`src/rtl/intra_sched_pkg.sv`:
```
// Shared types for the intra block wavefront scheduler.
// Lane state encoding and coordinate packing helper.
package intra_sched_pkg;

  typedef enum logic [1:0] {
    IDLE,
    WAIT,
    BUSY,
    FIN
  } lane_state_t;

  function automatic logic [31:0] pack_coord(
    input logic [15:0] y,
    input logic [15:0] x
  );
    return {y, x};
  endfunction

endpackage

```
`src/rtl/intra_sched_lane.sv`:
```
// One engine lane: walks its rows left to right, issuing a block
// once the left and above-right neighbours are reconstructed.
module intra_sched_lane
  import intra_sched_pkg::*;
#(
  parameter int NUM_ENG = 2,
  parameter int ROWS    = 180,
  parameter int COLS    = 320,
  parameter int BLK     = 4,
  parameter int LANE    = 0
) (
  input  logic        clk,
  input  logic        reset,
  input  logic        go,
  input  logic        clr,
  input  logic        done,
  input  logic [15:0] pred_row,
  input  logic [15:0] pred_cnt,
  input  logic        pred_fin,
  output logic [15:0] row,
  output logic [15:0] cnt,
  output logic        fin,
  output logic        active,
  output logic        fin_next,
  output logic        issue,
  output logic [31:0] coord
);

  localparam logic [15:0] BLK16  = 16'(BLK);
  localparam logic [15:0] LAST   = 16'(COLS - 1);
  localparam logic [15:0] FIRST  = 16'(LANE);
  localparam logic [16:0] COLS17 = 17'(COLS);
  localparam logic [16:0] ROWS17 = 17'(ROWS);
  localparam logic [16:0] STEP17 = 17'(NUM_ENG);

  lane_state_t state, state_d;
  logic [15:0] col, row_d, col_d, cnt_d;
  logic [16:0] ahead, need, row_sum;
  logic        dep_ok, above, issue_d;
  logic [31:0] coord_d;

  always_comb begin
    ahead   = {1'b0, col} + 17'd2;
    need    = (ahead > COLS17) ? COLS17 : ahead;
    row_sum = {1'b0, row} + STEP17;
    above   = row - 16'd1 == pred_row;
    // pred lane owns row-1; its cnt says how far along that row it is
    dep_ok  = (row == 16'd0)
           || pred_fin
           || (pred_row > row - 16'd1)
           || (above && {1'b0, pred_cnt} >= need);

    state_d = state;
    row_d   = row;
    col_d   = col;
    cnt_d   = cnt;
    issue_d = 1'b0;
    coord_d = coord;

    unique case (state)
      IDLE: begin
        if (go) begin
          row_d   = FIRST;
          col_d   = '0;
          cnt_d   = '0;
          state_d = (LANE < ROWS) ? WAIT : FIN;
        end
      end
      WAIT: begin
        if (dep_ok) begin
          issue_d = 1'b1;
          coord_d = pack_coord(row * BLK16, col * BLK16);
          state_d = BUSY;
        end
      end
      BUSY: begin
        if (done) begin
          cnt_d = cnt + 16'd1;
          if (col == LAST) begin
            row_d   = row_sum[15:0];
            col_d   = '0;
            cnt_d   = '0;
            state_d = (row_sum >= ROWS17) ? FIN : WAIT;
          end else begin
            col_d   = col + 16'd1;
            state_d = WAIT;
          end
        end
      end
      FIN: ;
      default: state_d = IDLE;
    endcase

    fin_next = state_d == FIN;
  end

  always_ff @(posedge clk or negedge reset) begin
    if (!reset) begin
      state <= IDLE;
      row   <= '0;
      col   <= '0;
      cnt   <= '0;
      issue <= 1'b0;
      coord <= '0;
    end else begin
      state <= clr ? IDLE : state_d;
      row   <= row_d;
      col   <= col_d;
      cnt   <= cnt_d;
      issue <= issue_d;
      coord <= coord_d;
    end
  end

  assign fin    = state == FIN;
  assign active = state == BUSY;

endmodule

```
`src/rtl/intra_block_scheduler.sv`:
```
// Wavefront dispatcher sharing one frame of intra blocks
// among NUM_ENG engines, one row-interleaved lane per engine.
module intra_block_scheduler
  import intra_sched_pkg::*;
#(
  parameter int NUM_ENG = 2,
  parameter int FRAME_W = 1280,
  parameter int FRAME_H = 720,
  parameter int BLK     = 4
) (
  input  logic                  clk,
  input  logic                  reset,
  input  logic                  start,
  output logic [NUM_ENG-1:0]    eng_start,
  output logic [NUM_ENG*32-1:0] eng_coord,
  input  logic [NUM_ENG-1:0]    eng_done,
  output logic                  busy,
  output logic                  frame_done,
  output logic                  proto_err,
  output logic [31:0]           blk_count
);

  localparam int COLS = FRAME_W / BLK;
  localparam int ROWS = FRAME_H / BLK;

  logic               go, all_fin;
  logic [NUM_ENG-1:0] fin, active, fin_next, took;
  logic [15:0]        row_q [NUM_ENG];
  logic [15:0]        cnt_q [NUM_ENG];
  logic [31:0]        inc;

  assign go      = start & ~busy;
  assign all_fin = busy & (&fin_next);
  assign took    = eng_done & active;

  for (genvar e = 0; e < NUM_ENG; e++) begin : g_lane
    localparam int P = (e + NUM_ENG - 1) % NUM_ENG;
    intra_sched_lane #(
      .NUM_ENG (NUM_ENG),
      .ROWS    (ROWS),
      .COLS    (COLS),
      .BLK     (BLK),
      .LANE    (e)
    ) u_lane (
      .clk      (clk),
      .reset    (reset),
      .go       (go),
      .clr      (all_fin),
      .done     (eng_done[e]),
      .pred_row (row_q[P]),
      .pred_cnt (cnt_q[P]),
      .pred_fin (fin[P]),
      .row      (row_q[e]),
      .cnt      (cnt_q[e]),
      .fin      (fin[e]),
      .active   (active[e]),
      .fin_next (fin_next[e]),
      .issue    (eng_start[e]),
      .coord    (eng_coord[e*32 +: 32])
    );
  end

  always_comb begin
    inc = '0;
    for (int i = 0; i < NUM_ENG; i++) begin
      inc = inc + 32'(took[i]);
    end
  end

  // last lane reaching FIN ends the frame on that same edge
  always_ff @(posedge clk or negedge reset) begin
    if (!reset) begin
      busy       <= 1'b0;
      frame_done <= 1'b0;
      proto_err  <= 1'b0;
      blk_count  <= '0;
    end else begin
      frame_done <= all_fin;
      proto_err  <= proto_err | (|(eng_done & ~active));
      if (go) begin
        busy      <= 1'b1;
        blk_count <= '0;
      end else begin
        blk_count <= blk_count + inc;
        if (all_fin) busy <= 1'b0;
      end
    end
  end

endmodule
```
`config.mk`:
```
export PLATFORM = sky130hd
export DESIGN_NAME = intra_block_scheduler
export DESIGN_NICKNAME = d
export VERILOG_FILES = /design/src/rtl/intra_sched_pkg.sv /design/src/rtl/intra_sched_lane.sv /design/src/rtl/intra_block_scheduler.sv
export SDC_FILE = /design/constraint.sdc
export NUM_CORES = 1
export LEC_CHECK = 0
export BUFFER_PORTS_ARGS = -buffer_cell sky130_fd_sc_hd__buf_4
export CAP_MARGIN = 10
export CORE_MARGIN = 3
export CORE_UTILIZATION = 40
export DETAILED_ROUTE_END_ITERATION = 8
export PLACE_DENSITY = 0.68
export SETUP_SLACK_MARGIN = 0.02
export SLEW_MARGIN = 20
export SYNTH_ARGS = -nofsm -noshare
export SYNTH_HDL_FRONTEND = slang
export SYNTH_SLANG_ARGS = --single-unit
```
`constraint.sdc`:
```
create_clock -name clk -period 4.95 [get_ports clk]
set_clock_uncertainty 0.2 [all_clocks]
set_input_delay 0.7425 -clock clk [delete_from_list [all_inputs] [get_ports clk]]
set_output_delay 0.7425 -clock clk [all_outputs]
set_load 0.05 [all_outputs]
```
==> results of run 1 <==
## kinds of logic after synthesis
| group | synth area share |
|---|---|
| multiplexers | 0.06484 |
| XOR/XNOR | 0.07613 |
| AND/OR/NAND/NOR | 0.2081 |
| other | 0.0006217 |
| adder cells (fa/ha/maj) | 0.08410 |
| buffers and inverters | 0.04298 |
| flip-flops | 0.3956 |
| AO/OA/AOI/OAI | 0.1276 |
## cell usage after synthesis, types with 4 or more instances
cell type	count
dfrtp_1	191
nor2_1	118
nand2_1	115
ha_1	78
nand3_1	59
clkbuf_1	53
xnor2_1	53
xor2_1	52
o21ai_1	50
o21ai_0	47
a21oi_1	46
nand4_1	44
mux2_1	30
mux2_4	27
inv_1	26
and3_1	25
nor3_1	19
o31ai_1	17
and2_1	16
nand2b_1	15
nor4_1	14
or3_1	13
a21o_1	12
and4_1	12
buf_4	11
o41ai_1	11
buf_2	10
a31oi_1	9
buf_1	9
nor2b_1	8
nand3b_1	5
a211oi_1	4
a22o_1	4
buf_6	4
mux2i_1	4
o21a_1	4
o22ai_1	4
## registers in the layout, summed over array words and instances (netlist names)
signal	cells
g_lane.u_lane.coord	55
g_lane.u_lane.col	32
g_lane.u_lane.issue	2
proto_err	1
frame_done	1
blk_count	32
g_lane.u_lane.state	4
g_lane.u_lane.row	31
g_lane.u_lane.cnt	32
busy	1
## layout make-up
class                   count  area (µm²)  share of cell area
repair buffers            122       947.2             0.06862
clock inverters            15       175.2             0.01269
flip-flops and latches    191        4780              0.3463
multi-input cells        1004        6885              0.4989
well taps                 384       480.5             0.03481
clock buffers              17       425.4             0.03082
inverters                  29       108.9            0.007887
## power breakdown
| group | total (mW) | internal (mW) | switching, mW | leakage [nW] |
|---|---|---|---|---|
| logic | 2.37 | 0.921 | 1.45 | 3.56 |
| clock network | 1.42 | 0.723 | 0.700 | 0.285 |
| registers | 1.96 | 1.72 | 0.240 | 2.61 |
| total | 5.75 | 3.37 | 2.39 | 6.46 |
## worst max-delay path, delay by kind of cell, from the launching register on
kind                       cells  cell delay (ns)
xor gates and xnor gates       1             0.15
and+or+nand+nor                7             1.36
AOI/OAI and AO/OA              3             1.10
buffers and inverters          3             0.55
DFF                            1             0.38
muxes                          1             0.35
adders and majority gates      1             0.31
## placed cells by master (no fill, tap or decap), types with 4 or more instances in the layout
master | Yosys | final
dfrtp_1 | 191 | 191
buf_4 | 11 | 119
nor2_1 | 118 | 117
nand2_1 | 115 | 115
ha_1 | 78 | 78
nand3_1 | 59 | 59
xnor2_1 | 53 | 53
xor2_1 | 52 | 52
o21ai_1 | 50 | 50
o21ai_0 | 47 | 47
nand4_1 | 44 | 44
a21oi_1 | 46 | 44
mux2_1 | 30 | 30
mux2_4 | 27 | 27
inv_1 | 26 | 26
and3_1 | 25 | 25
conb_1 | 2 | 23
nor3_1 | 19 | 19
o31ai_1 | 17 | 17
clkbuf_16 | 0 | 17
and2_1 | 16 | 16
nand2b_1 | 15 | 15
nor4_1 | 14 | 14
or3_1 | 13 | 13
and4_1 | 12 | 12
a21o_1 | 12 | 12
o41ai_1 | 11 | 11
a31oi_1 | 9 | 9
nor2b_1 | 8 | 7
nand3b_1 | 5 | 5
o21a_1 | 4 | 4
o22ai_1 | 4 | 4
mux2i_1 | 4 | 4
a211oi_1 | 4 | 4
a22o_1 | 4 | 4
inv_6 | 0 | 4
## metrics by stage
step           setup slack (ns)  hold WS, ns  cells  power [mW]
2_1_floorplan            0.8398       0.2460   1311       3.730
3_3_place_gp             0.3662       0.2676   1730       4.288
3_5_place_dp             0.2797       0.2749   1730       4.340
4_1_cts                  0.2332       0.1566   1762       5.782
5_1_grt                  0.1335       0.1712   1762       6.129
6_report                 0.4035       0.1279   1762       5.754
## routing by layer
metal	track usage	wire (µm)	vias to the layer above	share of wire
met5	0	0	-	0
met4	0.05198	525	0	0.018
met3	0.02506	1053	41	0.036
met2	0.2946	13680	220	0.47
met1	0.2566	14140	4866	0.48
li1	-	-	4744	-
## how the worst max path moves through the flow
stage	start	endpoint	slack, ns	depth (start not counted)
final	g_lane[0].u_lane.row[3]	g_lane[0].u_lane.coord[21]	0.40	16
after global routing	g_lane[1].u_lane.col[1]	g_lane[1].u_lane.coord[31]	0.13	17
after CTS	g_lane[0].u_lane.row[3]	g_lane[0].u_lane.coord[21]	0.23	16
after detailed placement	g_lane[1].u_lane.col[1]	g_lane[1].u_lane.coord[31]	0.28	16
after global placement	g_lane[0].u_lane.row[3]	g_lane[0].u_lane.coord[4]	0.37	16
after floorplan	g_lane[0].u_lane.col[5]	g_lane[0].u_lane.coord[10]	0.84	17
==> flow_summary.json, run 1 <==
{
  "run_status": "completed",
  "cts_resized": 0,
  "grt_max_degree": 112,
  "r2r_start": "g_lane[0].u_lane.row[3]",
  "end_kind": "flip-flop",
  "nets": 1450,
  "wirelength_um": 29390,
  "root_buffer": "clkbuf_16",
  "drt-initial-drc-count": 842,
  "drive_gt1_frac": 0.1451,
  "overflow": 0,
  "io_buffer_count": 96,
  "cap_violations": 0,
  "syn_inst": 1290,
  "timing.rr.end": "g_lane[0].u_lane.coord[21]",
  "p_per_area_mw_per_mm2": 416.9,
  "grt_first_pass_wirelength_um": 50060,
  "routedWlPerCell_um": 16.68,
  "power_leakage_nw": 6.460,
  "worstHoldPathType": "in -> async",
  "drc_errors": 0,
  "crit_slowest_cell": "a2111oi_1",
  "cpPeakStageDelay_ns": 0.68,
  "vias": 9871,
  "tns_ns": 0,
  "yosysWarnings": 0,
  "synth_seq_cells": 191,
  "ys_async_sr_fraction": 1.000,
  "grt_pass1_vias": 9826,
  "synth_edf_count": 0,
  "fin_area_mm2": 0.01380,
  "syn_area_per_cell_um2": 9.365,
  "rrSetupSlack_ns": 0.40,
  "cts-htree-levels": 4,
  "start_util": 0.4131,
  "ys.flop_type": "dfrtp_1",
  "post_cts_buffers": 0,
  "yosys.cell_types.count": 77,
  "core-area_mm2": 0.02925,
  "first_pass_iters": 5,
  "antenna_left": 0,
  "tritoncts": "done",
  "cts-buffers-inserted": 17,
  "hold_viol_final": 0,
  "rows": 62,
  "utilization": 0.4719,
  "required_ns": 5.07,
  "rr_worst_depth": 16,
  "die_h_um": 179.8,
  "dp.final_hpwl_um": 21000,
  "ir_drop_v": 0.0002650,
  "setup-violations-final": 0,
  "critPathArrivalTime_ns": 4.66,
  "track_usage": 0.1822,
  "crit_type": "reg -> reg",
  "placed_cell_area_mm2": 0.01319,
  "worstMarginPinSlew_ns": 0.8859,
  "synth_top_area_cell": "dfrtp_1",
  "crit_path_frequent_cell": "nor4_1",
  "n_antenna_cell": 0,
  "fp.dieW_um": 179.8,
  "slew_violations": 0,
  "crit_fanout": 30,
  "insertion_delay_ns": 0.44,
  "synth.area.top_cells": "dfrtp_1 40%, ha_1 8.1%, xnor2_1 3.8%",
  "slew_headroom": 0.4094,
  "grt_antenna_before_repair": 0,
  "die-area_mm2": 0.03232,
  "fillers": 2741,
  "io_pins": 106,
  "area_growth_pct": 14.25,
  "rsz0062_at_grt": "no",
  "min_period_ns": 4.546,
  "fin_crit_sh": 0.9185,
  "seq_area_frac_synth": 0.3956,
  "globalplace.congestion": 0.8903,
  "netlist_area_mm2": 0.01208,
  "cts_buffer_depth": 2,
  "max_freq_mhz": 220.0,
  "critical_path.cell_chain": "nor4_1 -> nand2_1 -> or2_2 -> nor4_1 -> buf_4 -> nand2_1 -> xor2_1 -> ha_1 -> nand4_1 -> nor4_1 -> buf_4 -> a2111oi_1 -> a22o_1 -> a211o_1 -> buf_12 -> mux2_1",
  "clk_pin_slew_ns": 0.08,
  "cts.sinks": 191,
  "cp-start-kind": "flip-flop",
  "vias_per_cell": 5.602,
  "post-synth-top-area-fraction": 0.3956,
  "hold_buffers": 0
}
No activity file was read; power rests on OpenSTA's default activity.
==> run 2, diff against run 1 <==
ABC_AREA = 1   (was unset)
PLACE_DENSITY = 0.7   (was 0.68)
clock period = 3.7 ns   (was 4.95 ns; I/O delays follow)
==> run 2 against run 1 <==
- the flow now finishes with violations (negative setup slack)
- combinational power increased to 3.3 times the previous value
- die area increased by 0.56%
- global-route usage increased by 1.4 points
- first-iteration DRC count increased by 2.3%
- sequential share of layout area decreased by 3.4 points
- count of clock-buffer cells in the layout increased by 2
- synthesized area increased by 0.58%
- critical path depth increased by 7
- sequential power increased by 73%
- final area increased by 11%
- setup slack got worse by 0.47 ns
==> flow_summary.json, run 2 <==
{
  "finalPower_mw": 12.94,
  "die_h_um": 180.3,
  "required_ns": 3.82,
  "n_antenna_cell": 0,
  "max_freq_mhz": 265.5,
  "setup-violations-final": 5,
  "cap_violations": 0,
  "final_cells": 2174,
  "layout_common_cells": "287 x nand2_1, 190 x dfrtp_1, 183 x buf_4, 180 x inv_1, 158 x nor2_1",
  "worstHoldPathType": "in -> reg",
  "yosys.cell_types.count": 55,
  "p_per_area_mw_per_mm2": 846.4,
  "run_status": "finished, violations left",
  "rows": 63,
  "grt_max_degree": 85,
  "drt-initial-drc-count": 861,
  "vias_per_cell": 5.201,
  "end_kind": "flip-flop",
  "ir_drop_v": 0.0004131,
  "root_buffer": "clkbuf_16",
  "crit_family": "simple AND/OR/NAND/NOR gates",
  "crit_slowest_cell": "dfrtp_1",
  "fin_crit_sh": 1.018,
  "slew_violations": 0,
  "syn_area_per_cell_um2": 7.685,
  "fp.dieW_um": 180.3,
  "seq_area_frac_synth": 0.3934,
  "first_pass_iters": 6,
  "grt_antenna_before_repair": 0,
  "insertion_delay_ns": 0.44,
  "post-synth-top-area-fraction": 0.3934,
  "cts.sinks": 191,
  "synth_seq_cells": 191,
  "clk_pin_slew_ns": 0.07,
  "rsz0062_at_grt": "yes",
  "io_pins": 106,
  "vias": 11308,
  "cpPeakStageDelay_ns": 0.41,
  "cts_buffer_depth": 2,
  "critical_path.cell_chain": "buf_6 -> nand2_4 -> nor2_4 -> nand2_4 -> nor2_1 -> xor2_1 -> nor3_2 -> nand3_1 -> a21oi_2 -> buf_4 -> nand2_1 -> ha_4 -> a21o_1 -> o21bai_1 -> nand2_1 -> nand2_1 -> nand4_1 -> nand2_2 -> nand3_2 -> a21oi_2 -> nand2_4 -> nor2_4 -> nor2_1",
  "drc_errors": 0,
  "yosys-top-cells-count": "330 x nand2_1, 191 x dfrtp_1, 187 x inv_1",
  "crit_buf_inv": 2,
  "worstMarginPinSlew_ns": 0.6905,
  "synth_top_area_cell": "dfrtp_1",
  "track_usage": 0.1958,
  "yosysWarnings": 0,
  "overflow": 0,
  "ys_async_sr_fraction": 1.000,
  "dp.cells": 2107,
  "start_util": 0.4078,
  "io_buffer_count": 96,
  "cts-buffers-inserted": 17,
  "cp-start-kind": "flip-flop",
  "drive_gt1_frac": 0.2203,
  "min_period_ns": 3.767,
  "largest_reg_flops": 55,
  "crit_fanout": 6,
  "tritoncts": "done",
  "crit_type": "reg -> reg",
  "synth_edf_count": 0,
  "worst_slack_ns": -0.06692,
  "area_growth_pct": 25.85,
  "antenna_left": 0,
  "grt_first_pass_wirelength_um": 53460,
  "routedWlPerCell_um": 15.32,
  "critPathArrivalTime_ns": 3.88,
  "nets": 1856,
  "cts-htree-levels": 4,
  "synth.area.top_cells": "dfrtp_1 39%, nand2_1 10%, ha_1 8.0%",
  "globalplace.congestion": 0.9220,
  "synth.most_common_cell": "nand2_1",
  "die-area_mm2": 0.03250,
  "netlist_area_mm2": 0.01215,
  "hold_viol_final": 0,
  "slew_headroom": 0.5392,
  "regMostFlops": "g_lane.u_lane.coord",
  "ys.flop_type": "dfrtp_1",
  "hold_slack_ns": 0.2117,
  "syn_inst": 1581,
  "wirelength_um": 33320,
  "mostFrequentLayoutCell": "nand2_1",
  "dp.final_hpwl_um": 24130,
  "power_leakage_nw": 7.417,
  "core-area_mm2": 0.02980,
  "violations": "negative setup slack",
  "grt_pass1_vias": 10761
}
-- run 2: changes by cell type after synthesis, moves of 23 or more --
cell      delta
nand2_1    +215
inv_1      +161
nor2_1      +52
clkbuf_1    -47
xnor2_1     -47
a21oi_1     +44
nor3_1      +39
o21ai_0     +39
mux2_1      -30
o21ai_1     -30
mux2_4      -27
and3_1      -24
o22ai_1     +23
-- run 2: worst reg2reg max path, cell delays in order (launching register included) --
cell      delay (ns)
dfrtp_1         0.41
buf_6           0.14
nand2_4         0.06
nor2_4          0.14
nand2_4         0.09
nor2_1          0.12
xor2_1          0.10
nor3_2          0.22
nand3_1         0.14
a21oi_2         0.17
buf_4           0.15
nand2_1         0.08
ha_4            0.24
a21o_1          0.16
o21bai_1        0.13
nand2_1         0.06
nand2_1         0.06
nand4_1         0.17
nand2_2         0.17
nand3_2         0.11
a21oi_2         0.22
nand2_4         0.08
nor2_4          0.17
nor2_1          0.07
-- run 2: final timing paths --
| path | slack [ns] | endpoint | from | cells after the start |
|---|---|---|---|---|
| worst min register to register | 0.29 | g_lane[1].u_lane.coord[10] | g_lane[1].u_lane.coord[10] | 2 |
| min in group asynchronous | 0.53 | g_lane[1].u_lane.col[10] | reset | 2 |
| max in group asynchronous | 1.86 | g_lane[0].u_lane.col[1] | reset | 3 |
| worst max register to register | -0.07 | g_lane[1].u_lane.state[1] | g_lane[1].u_lane.col[2] | 23 |
| worst min-delay path | 0.21 | proto_err | eng_done[1] | 3 |
| worst max-delay path | -0.07 | g_lane[1].u_lane.state[1] | g_lane[1].u_lane.col[2] | 23 |
-- run 2: cell families (layout without fill, tap and decap cells) --
family,after synthesis,count (layout),share of synthesized area
and+or+nand+nor,733,733,0.2710
AOI/OAI and AO/OA,259,259,0.1176
buffers and inverters,246,428,0.08331
other,2,23,0.0006181
adders and majority gates,80,80,0.08362
DFF,191,191,0.3934
xor gates and xnor gates,70,70,0.05046
-- run 2: layout make-up --
class,count,area (µm²)
multi-input cells,1165,7082
clock inverters,13,122.6
repair buffers,198,1632
clock buffers,19,442.9
fillers,2821,14510
well taps,390,488.0
inverters,198,743.2
flip-flops and latches,191,4781
-- run 2: stage by stage --
step,util,setup TNS (ns),area [µm²],worst slack (ns)
finish,0.5132,-0.2404,15290,-0.06692
global route,0.5132,-7.986,15290,-0.2266
CTS,0.4860,0,14480,0.01394
detailed placement,0.4606,-0.3302,13720,-0.05878
global placement,0.4606,0,13720,0.06419
floorplan,-,0,12230,0.04292
-- run 2: timing repair --
action                                  4_1_cts  5_1_grt
endpoints found under the setup margin       46       63
resized for setup                            24      159
hold buffers                                  1        0
buffers inserted                              5       26
gates cloned                                  1        3
pin swaps                                    12       50
hold endpoints to repair                     22        0
-- run 2: report_power, final --
part | internal [mW] | total (mW) | switching [mW]
registers | 2.69 | 3.39 | 0.703
logic | 2.95 | 7.73 | 4.78
clock network | 0.909 | 1.82 | 0.909
total | 6.55 | 12.9 | 6.40
-- run 2: routing by layer --
layer | vias to the layer above | part of all wire | routed length (µm) | track usage
met4 | 0 | 0.015 | 499 | 0.04698
met2 | 307 | 0.45 | 15080 | 0.3018
met1 | 5362 | 0.47 | 15680 | 0.2813
met5 | - | 0 | 0 | 0
met3 | 44 | 0.062 | 2057 | 0.04380
li1 | 5595 | - | - | -
